==> src/rtl/game_pkg.sv <==
`default_nettype none
// ============================================================================
// Module      : game_pkg
// Description : Shared player-state codes, screen geometry and helpers.
// Revision    : 1.0
// ============================================================================
package game_pkg;

    typedef enum logic [1:0] {
        ST_IDLE   = 2'd0,
        ST_MOVE   = 2'd1,
        ST_AIR    = 2'd2,
        ST_ATTACK = 2'd3
    } player_state_e;

    localparam int SCREEN_W = 640;
    localparam int SCREEN_H = 480;
    localparam int SPRITE_W = 40;

    function automatic logic [9:0] abs_diff(input logic [9:0] a, input logic [9:0] b);
        return (a >= b) ? (a - b) : (b - a);
    endfunction

endpackage
`default_nettype wire

==> src/rtl/btn_sync.sv <==
`default_nettype none
// ============================================================================
// Module      : btn_sync
// Description : Two-flop synchronizer for one asynchronous button input.
// Revision    : 1.0
// ============================================================================
module btn_sync (
    input  logic clk,
    input  logic rst,
    input  logic async_in,
    output logic sync_out
);

    logic r_meta;
    logic r_sync;

    always_ff @(posedge clk or negedge rst) begin
        if (!rst) begin
            r_meta <= 1'b0;
            r_sync <= 1'b0;
        end else begin
            r_meta <= async_in;
            r_sync <= r_meta;
        end
    end

    assign sync_out = r_sync;

endmodule
`default_nettype wire

==> src/rtl/player_controller.sv <==
`default_nettype none
// ============================================================================
// Module      : player_controller
// Description : Per-player movement/jump/attack logic, advanced once per frame.
// Revision    : 1.0
// ============================================================================
module player_controller #(
    parameter int START_X         = 20,
    parameter int GROUND_Y        = 400,
    parameter int MIN_X           = 0,
    parameter int MAX_X           = game_pkg::SCREEN_W - game_pkg::SPRITE_W,
    parameter int SPRITE_W        = game_pkg::SPRITE_W,
    parameter int WALK_SPEED      = 4,
    parameter int JUMP_VEL        = 12,
    parameter int GRAVITY         = 1,
    parameter int ATTACK_FRAMES   = 8,
    parameter int COOLDOWN_FRAMES = 4,
    parameter int REACH           = 20
) (
    input  logic       clk,
    input  logic       rst,
    input  logic       frame_tick,
    input  logic       btn_left,
    input  logic       btn_right,
    input  logic       btn_jump,
    input  logic       btn_attack,
    input  logic [9:0] opp_x,
    output logic [9:0] pos_x,
    output logic [9:0] pos_y,
    output logic [1:0] state,
    output logic       facing,
    output logic       hit
);
    import game_pkg::*;

    localparam logic signed [11:0] c_walk     = 12'(WALK_SPEED);
    localparam logic signed [11:0] c_min_x    = 12'(MIN_X);
    localparam logic signed [11:0] c_max_x    = 12'(MAX_X);
    localparam logic signed [11:0] c_sprite_w = 12'(SPRITE_W);
    localparam logic signed [11:0] c_ground   = 12'(GROUND_Y);
    localparam logic signed [7:0]  c_grav     = 8'(GRAVITY);
    localparam logic [7:0]         c_atk      = 8'(ATTACK_FRAMES);
    localparam logic [7:0]         c_cool     = 8'(COOLDOWN_FRAMES);

    logic [3:0] w_btn_raw;
    logic [3:0] w_btn;

    assign w_btn_raw = {btn_attack, btn_jump, btn_right, btn_left};

    generate
        for (genvar gi = 0; gi < 4; gi++) begin : g_sync
            btn_sync u_sync (
                .clk      (clk),
                .rst      (rst),
                .async_in (w_btn_raw[gi]),
                .sync_out (w_btn[gi])
            );
        end
    endgenerate

    player_state_e     r_state, w_state_nxt;
    logic [9:0]        r_pos_x, w_x_nxt;
    logic [9:0]        r_pos_y, w_y_nxt;
    logic signed [7:0] r_vel_y, w_vel_nxt;
    logic [7:0]        r_atk_cnt, w_atk_nxt;
    logic [7:0]        r_cooldown, w_cool_nxt;
    logic              r_facing, w_facing_nxt;
    logic              r_hit, w_hit_nxt;

    logic signed [11:0] w_dx, w_x_step, w_x_new, w_opp, w_y_sum;
    logic [9:0]         w_x_fin;
    logic               w_in_range;

    assign w_opp      = $signed({2'b00, opp_x});
    assign w_y_sum    = $signed({2'b00, r_pos_y}) + $signed({{4{r_vel_y[7]}}, r_vel_y});
    assign w_in_range = abs_diff(r_pos_x, opp_x) <= 10'(SPRITE_W + REACH);

    // Horizontal step: screen clamp first, then keep sprites from overlapping.
    always_comb begin
        w_dx = '0;
        if (w_btn[0] && !w_btn[1])
            w_dx = -c_walk;
        else if (w_btn[1] && !w_btn[0])
            w_dx = c_walk;

        w_x_step = $signed({2'b00, r_pos_x}) + w_dx;
        if (w_x_step < c_min_x)
            w_x_new = c_min_x;
        else if (w_x_step > c_max_x)
            w_x_new = c_max_x;
        else
            w_x_new = w_x_step;

        if (w_dx > 0 && r_pos_x < opp_x && w_x_new > (w_opp - c_sprite_w))
            w_x_new = w_opp - c_sprite_w;
        if (w_dx < 0 && r_pos_x > opp_x && w_x_new < (w_opp + c_sprite_w))
            w_x_new = w_opp + c_sprite_w;

        w_x_fin = w_x_new[11] ? '0 : w_x_new[9:0];
    end

    always_comb begin
        w_state_nxt  = r_state;
        w_x_nxt      = r_pos_x;
        w_y_nxt      = r_pos_y;
        w_vel_nxt    = r_vel_y;
        w_atk_nxt    = r_atk_cnt;
        w_cool_nxt   = r_cooldown;
        w_facing_nxt = r_facing;
        w_hit_nxt    = 1'b0;

        if (frame_tick) begin
            unique case (r_state)
                ST_IDLE, ST_MOVE: begin
                    w_cool_nxt = (r_cooldown != '0) ? r_cooldown - 8'd1 : '0;
                    if (w_btn[3] && r_cooldown == '0) begin
                        w_state_nxt = ST_ATTACK;
                        w_atk_nxt   = c_atk;
                        w_hit_nxt   = w_in_range;
                    end else begin
                        w_x_nxt = w_x_fin;
                        if (w_dx != '0)
                            w_facing_nxt = (w_dx > 0);
                        if (w_btn[2]) begin
                            w_state_nxt = ST_AIR;
                            w_y_nxt     = 10'(GROUND_Y - JUMP_VEL);
                            w_vel_nxt   = 8'(GRAVITY - JUMP_VEL);
                        end else begin
                            w_state_nxt = (w_dx != '0) ? ST_MOVE : ST_IDLE;
                        end
                    end
                end
                ST_AIR: begin
                    w_x_nxt = w_x_fin;
                    if (w_dx != '0)
                        w_facing_nxt = (w_dx > 0);
                    if (w_y_sum >= c_ground) begin
                        w_y_nxt     = 10'(GROUND_Y);
                        w_vel_nxt   = '0;
                        w_state_nxt = ST_IDLE;
                    end else begin
                        w_y_nxt   = w_y_sum[9:0];
                        w_vel_nxt = r_vel_y + c_grav;
                    end
                end
                ST_ATTACK: begin
                    if (r_atk_cnt <= 8'd1) begin
                        w_state_nxt = ST_IDLE;
                        w_atk_nxt   = '0;
                        w_cool_nxt  = c_cool;
                    end else begin
                        w_atk_nxt = r_atk_cnt - 8'd1;
                    end
                end
            endcase
        end
    end

    always_ff @(posedge clk or negedge rst) begin
        if (!rst) begin
            r_state    <= ST_IDLE;
            r_pos_x    <= 10'(START_X);
            r_pos_y    <= 10'(GROUND_Y);
            r_vel_y    <= '0;
            r_atk_cnt  <= '0;
            r_cooldown <= '0;
            r_facing   <= 1'b1;
            r_hit      <= 1'b0;
        end else begin
            r_state    <= w_state_nxt;
            r_pos_x    <= w_x_nxt;
            r_pos_y    <= w_y_nxt;
            r_vel_y    <= w_vel_nxt;
            r_atk_cnt  <= w_atk_nxt;
            r_cooldown <= w_cool_nxt;
            r_facing   <= w_facing_nxt;
            r_hit      <= w_hit_nxt;
        end
    end

    assign pos_x  = r_pos_x;
    assign pos_y  = r_pos_y;
    assign state  = r_state;
    assign facing = r_facing;
    assign hit    = r_hit;

endmodule
`default_nettype wire

==> config.mk <==
export PLATFORM = sky130hd
export DESIGN_NAME = player_controller
export DESIGN_NICKNAME = d
export VERILOG_FILES = /design/src/rtl/game_pkg.sv /design/src/rtl/btn_sync.sv /design/src/rtl/player_controller.sv
export SDC_FILE = /design/constraint.sdc
export NUM_CORES = 1
export LEC_CHECK = 0
export BUFFER_PORTS_ARGS = -buffer_cell sky130_fd_sc_hd__buf_2
export CORE_UTILIZATION = 50
export DETAILED_ROUTE_END_ITERATION = 10
export GPL_TIMING_DRIVEN = 0
export HOLD_SLACK_MARGIN = 0.06
export PLACE_DENSITY = 0.7
export SLEW_MARGIN = 25
export SYNTH_ARGS = -nofsm -noshare
export SYNTH_HDL_FRONTEND = slang
export SYNTH_SLANG_ARGS = --single-unit
==> constraint.sdc <==
create_clock -name clk -period 17.3 [get_ports clk]
set_clock_uncertainty 0.2 [all_clocks]
set_input_delay 2.595 -clock clk [delete_from_list [all_inputs] [get_ports clk]]
set_output_delay 2.595 -clock clk [all_outputs]
set_load 0.005 [all_outputs]
==> flow_summary.json <==
{
  "post_route_cells_drive_above_1_share_pct": 15.83,
  "leading_cell_type_in_the_layout_fill_and_taps_excluded": "ha_1",
  "grt_pass1_wl_mm": 24.87,
  "synth_enable_flop_cells": 0,
  "internal_power_consumption_mw": 0.5689,
  "postSynth.topFlopCell": "dfrtp_1",
  "design.portCount": 41,
  "rsz0062_at_grt": "no",
  "ys_seq_area_share_pct": 24.20,
  "tritoncts.num_buffers": 5,
  "crit_path_top_delay_cell": "or4_4",
  "placeableCoreArea_um2": 11370,
  "cts-resized-gates": 0,
  "post_cts.repair.setup_buffers": 0,
  "synthSimpleGateAreaFrac_pct": 19.63,
  "min_period_ps": 7726,
  "chipHeight_um": 109.9,
  "timing.hold.worst.class": "register to register",
  "worst-endpoint-required_ps": 17270,
  "fin_crit_sh_pct": 44.66,
  "clock-sinks": 56,
  "detailedRoute.firstPassIterationCount": 5,
  "finalMaxSlewViolations": 0,
  "finalWeightedCongestion": 1.013,
  "insertion_delay_ps": 300,
  "design.die.area_um2": 12080,
  "grt_max_degree": 57,
  "worst_path_largest_cell_delay_ps": 590,
  "post-route-drc-count": 0,
  "viasPerCell": 6.236,
  "crit_path_frequent_cell": "ha_1",
  "total_power_mw": 1.131,
  "layout_common_cells": "61 x ha_1, 59 x nor2_1, 50 x nand2_1, 50 x dfrtp_1, 49 x inv_1",
  "synth_cells": 686,
  "clk_pwr_share_pct": 10.4,
  "critPathArrivalTime_ps": 7700,
  "grt_overflow_total": 0,
  "peak_supply_drop_mv": 0.1046,
  "power.density_nw_per_um2": 177.6,
  "fmax_mhz": 129.4,
  "synth-seq-cells": 56,
  "ant_nets": 0,
  "clk_transition_reported_paths_ps": 80,
  "multiplexer_area_fraction_after_synthesis_pct": 2.923,
  "worstPathMaxFanout": 10,
  "synthesis.nets": 767,
  "max-cap-violations": 0,
  "synth_top_family_by_area": "compound AO/OA/AOI/OAI gates",
  "worst_r2r_startpoint": "g_sync[1].u_sync.sync_out",
  "post_drt_wl_per_cell_um": 17.37,
  "outcome": "finished, final reports clean",
  "endpoint_kind": "register",
  "row_count": 39,
  "initial_core_util_pct": 51.19,
  "post_synth_xor_area_fraction_pct": 4.213,
  "pwr-share-comb_pct": 68.6,
  "cts-root-to-sink-buffers": 2,
  "ys_types": 92,
  "vias_in_the_first_global_route": 5179,
  "max_slew_margin_pct": 36.19,
  "ys.warnings.count": 0,
  "cts.root.buffer_cell": "clkbuf_16",
  "postSynth.asyncResetShare_pct": 100.0,
  "htreeDepth": 2,
  "cts_hold_buffers": 0,
  "cp.buffers_inverters": 5,
  "routed-via-count": 5463,
  "layout-area-overhead-vs-synth_pct": 9.351,
  "global_route.usage.total_pct": 26.25,
  "cts_tree": "yes",
  "antenna_violations_before_repair": 0,
  "setup-tns-final_ps": 0,
  "p_leak_nw": 2.865,
  "syn_area_um2": 5821,
  "worstSetupStartpointType": "register",
  "nets": 813,
  "worst_slew_pin_slew_ps": 955.0,
  "crit_type": "register to register",
  "synth_adder_area_share_pct": 14.14,
  "power.share.sequential_pct": 21.0,
  "cpLargestDelayFamily": "compound AO/OA/AOI/OAI gates",
  "timing.final.hold_violations": 0,
  "place.port_buffers": 39,
  "setup-violations-final": 0,
  "postSynthAreaPerCell_um2": 8.485,
  "dp_hpwl_mm": 11.90,
  "worst_hold_start": "g_sync[3].u_sync.r_meta",
  "diodes": 0,
  "horizontal_die_dimension_um": 109.9,
  "detail_route.iter0.violations": 340,
  "switching_share_pct": 49.68,
  "power.net_switching_mw": 0.5617,
  "worstSetupStartpoint": "g_sync[1].u_sync.sync_out",
  "wl_mm": 15.22,
  "complex_gate_fraction_of_the_synthesized_area_pct": 28.29
}
path summary, 6_finish.rpt:
kind | end | slack, ps | cells past startpoint
worst min-delay path | g_sync[3].u_sync.sync_out | 150 | 0
max in group asynchronous | pos_y[5] | 14260 | 1
min in group asynchronous | pos_x[8] | 2150 | 1
worst max register to register | pos_x[6] | 9570 | 30
worst max-delay path | pos_x[6] | 9570 | 30
worst min register to register | g_sync[3].u_sync.sync_out | 150 | 0
synth_stat cells (6+ instances only):
master,number,share of area [%]
nand4_1,11,1.2
ha_1,61,13
a31oi_1,9,0.97
xor2_1,6,0.90
dfrtp_1,50,21
or2_2,6,0.64
xnor2_1,22,3.3
nand2_1,50,3.2
a21oi_1,43,3.7
and2_1,10,1.1
dfstp_2,6,2.7
mux2i_1,8,1.4
nand3_1,14,1.2
mux2_2,8,1.5
a21o_1,12,1.5
nor2_1,59,3.8
o21ai_0,43,3.7
nor3b_1,7,0.90
a32o_1,8,1.4
o31ai_1,12,1.5
or3_1,6,0.64
nor3_1,27,2.3
inv_1,49,3.2
o21a_1,8,1.0
clkbuf_1,7,0.45
o211ai_1,9,1.2
power by group through the flow:
stage                     logic [mW]  registers, mW  clock network [mW]
after floorplan                0.589          0.222                   0
after global placement         0.738          0.237                   0
after detailed placement       0.761          0.238                   0
after CTS                      0.765          0.236               0.121
after global routing           0.865          0.243               0.126
final                          0.776          0.237               0.118
per-layer routing:
metal  vias up  global-route usage [%]  share of wire, %  wire [µm]
li1       2642                       -                 -          -
met1      2652                   32.87                44       6646
met2       143                   46.16                50       7538
met3        26                   3.675               4.6        694
met4         0                   8.571               2.2        336
met5         -                       0                 0          0
worst reg2reg max path: cells and delay by family (launching register included):
family,cells,cell delay [ps]
compound gates,11,3060
xor+xnor,2,280
fa+ha+maj,4,1080
buf+inv,5,850
flops,1,380
simple gates,8,1740
cells by family after synthesis:
logic type / after synthesis
AO/OA/AOI/OAI: 222
XOR/XNOR: 28
adder cells (fa/ha/maj): 64
buffers and inverters: 74
flip-flops: 56
multiplexers: 16
AND/OR/NAND/NOR: 226
registers in the layout (all words and copies together) (netlist names):
signal and flops:
r_vel_y 8, state 2, r_atk_cnt 8, pos_x 10, facing 1, g_sync.u_sync.r_meta 4, pos_y 10, g_sync.u_sync.sync_out 4
hit 1, r_cooldown 8
through the flow:
stage | std cells | instance area [µm²] | util, % | hold WS, ps | setup WS [ps]
2_1_floorplan | 686 | 5821 | - | 131.2 | 10610
3_3_place_gp | 868 | 6195 | 54.48 | 133.6 | 9793
3_5_place_dp | 868 | 6197 | 54.51 | 137.9 | 9755
4_1_cts | 876 | 6365 | 55.98 | 154.9 | 9698
5_1_grt | 876 | 6365 | 55.98 | 166.9 | 9162
6_report | 876 | 6365 | 55.98 | 152.1 | 9574
area by class of cell:
cell class              instances  area (µm²)
fillers                      1022        5005
multi-input cells             556        4028
flip-flops and latches         56        1409
repair buffers                 39       197.7
inverters                      51       193.9
plain buffers                  23       190.2
well taps                     143       178.9
clock buffers                   6       128.9
clock inverters                 2       38.79
Power figures use the tool's default switching activity.
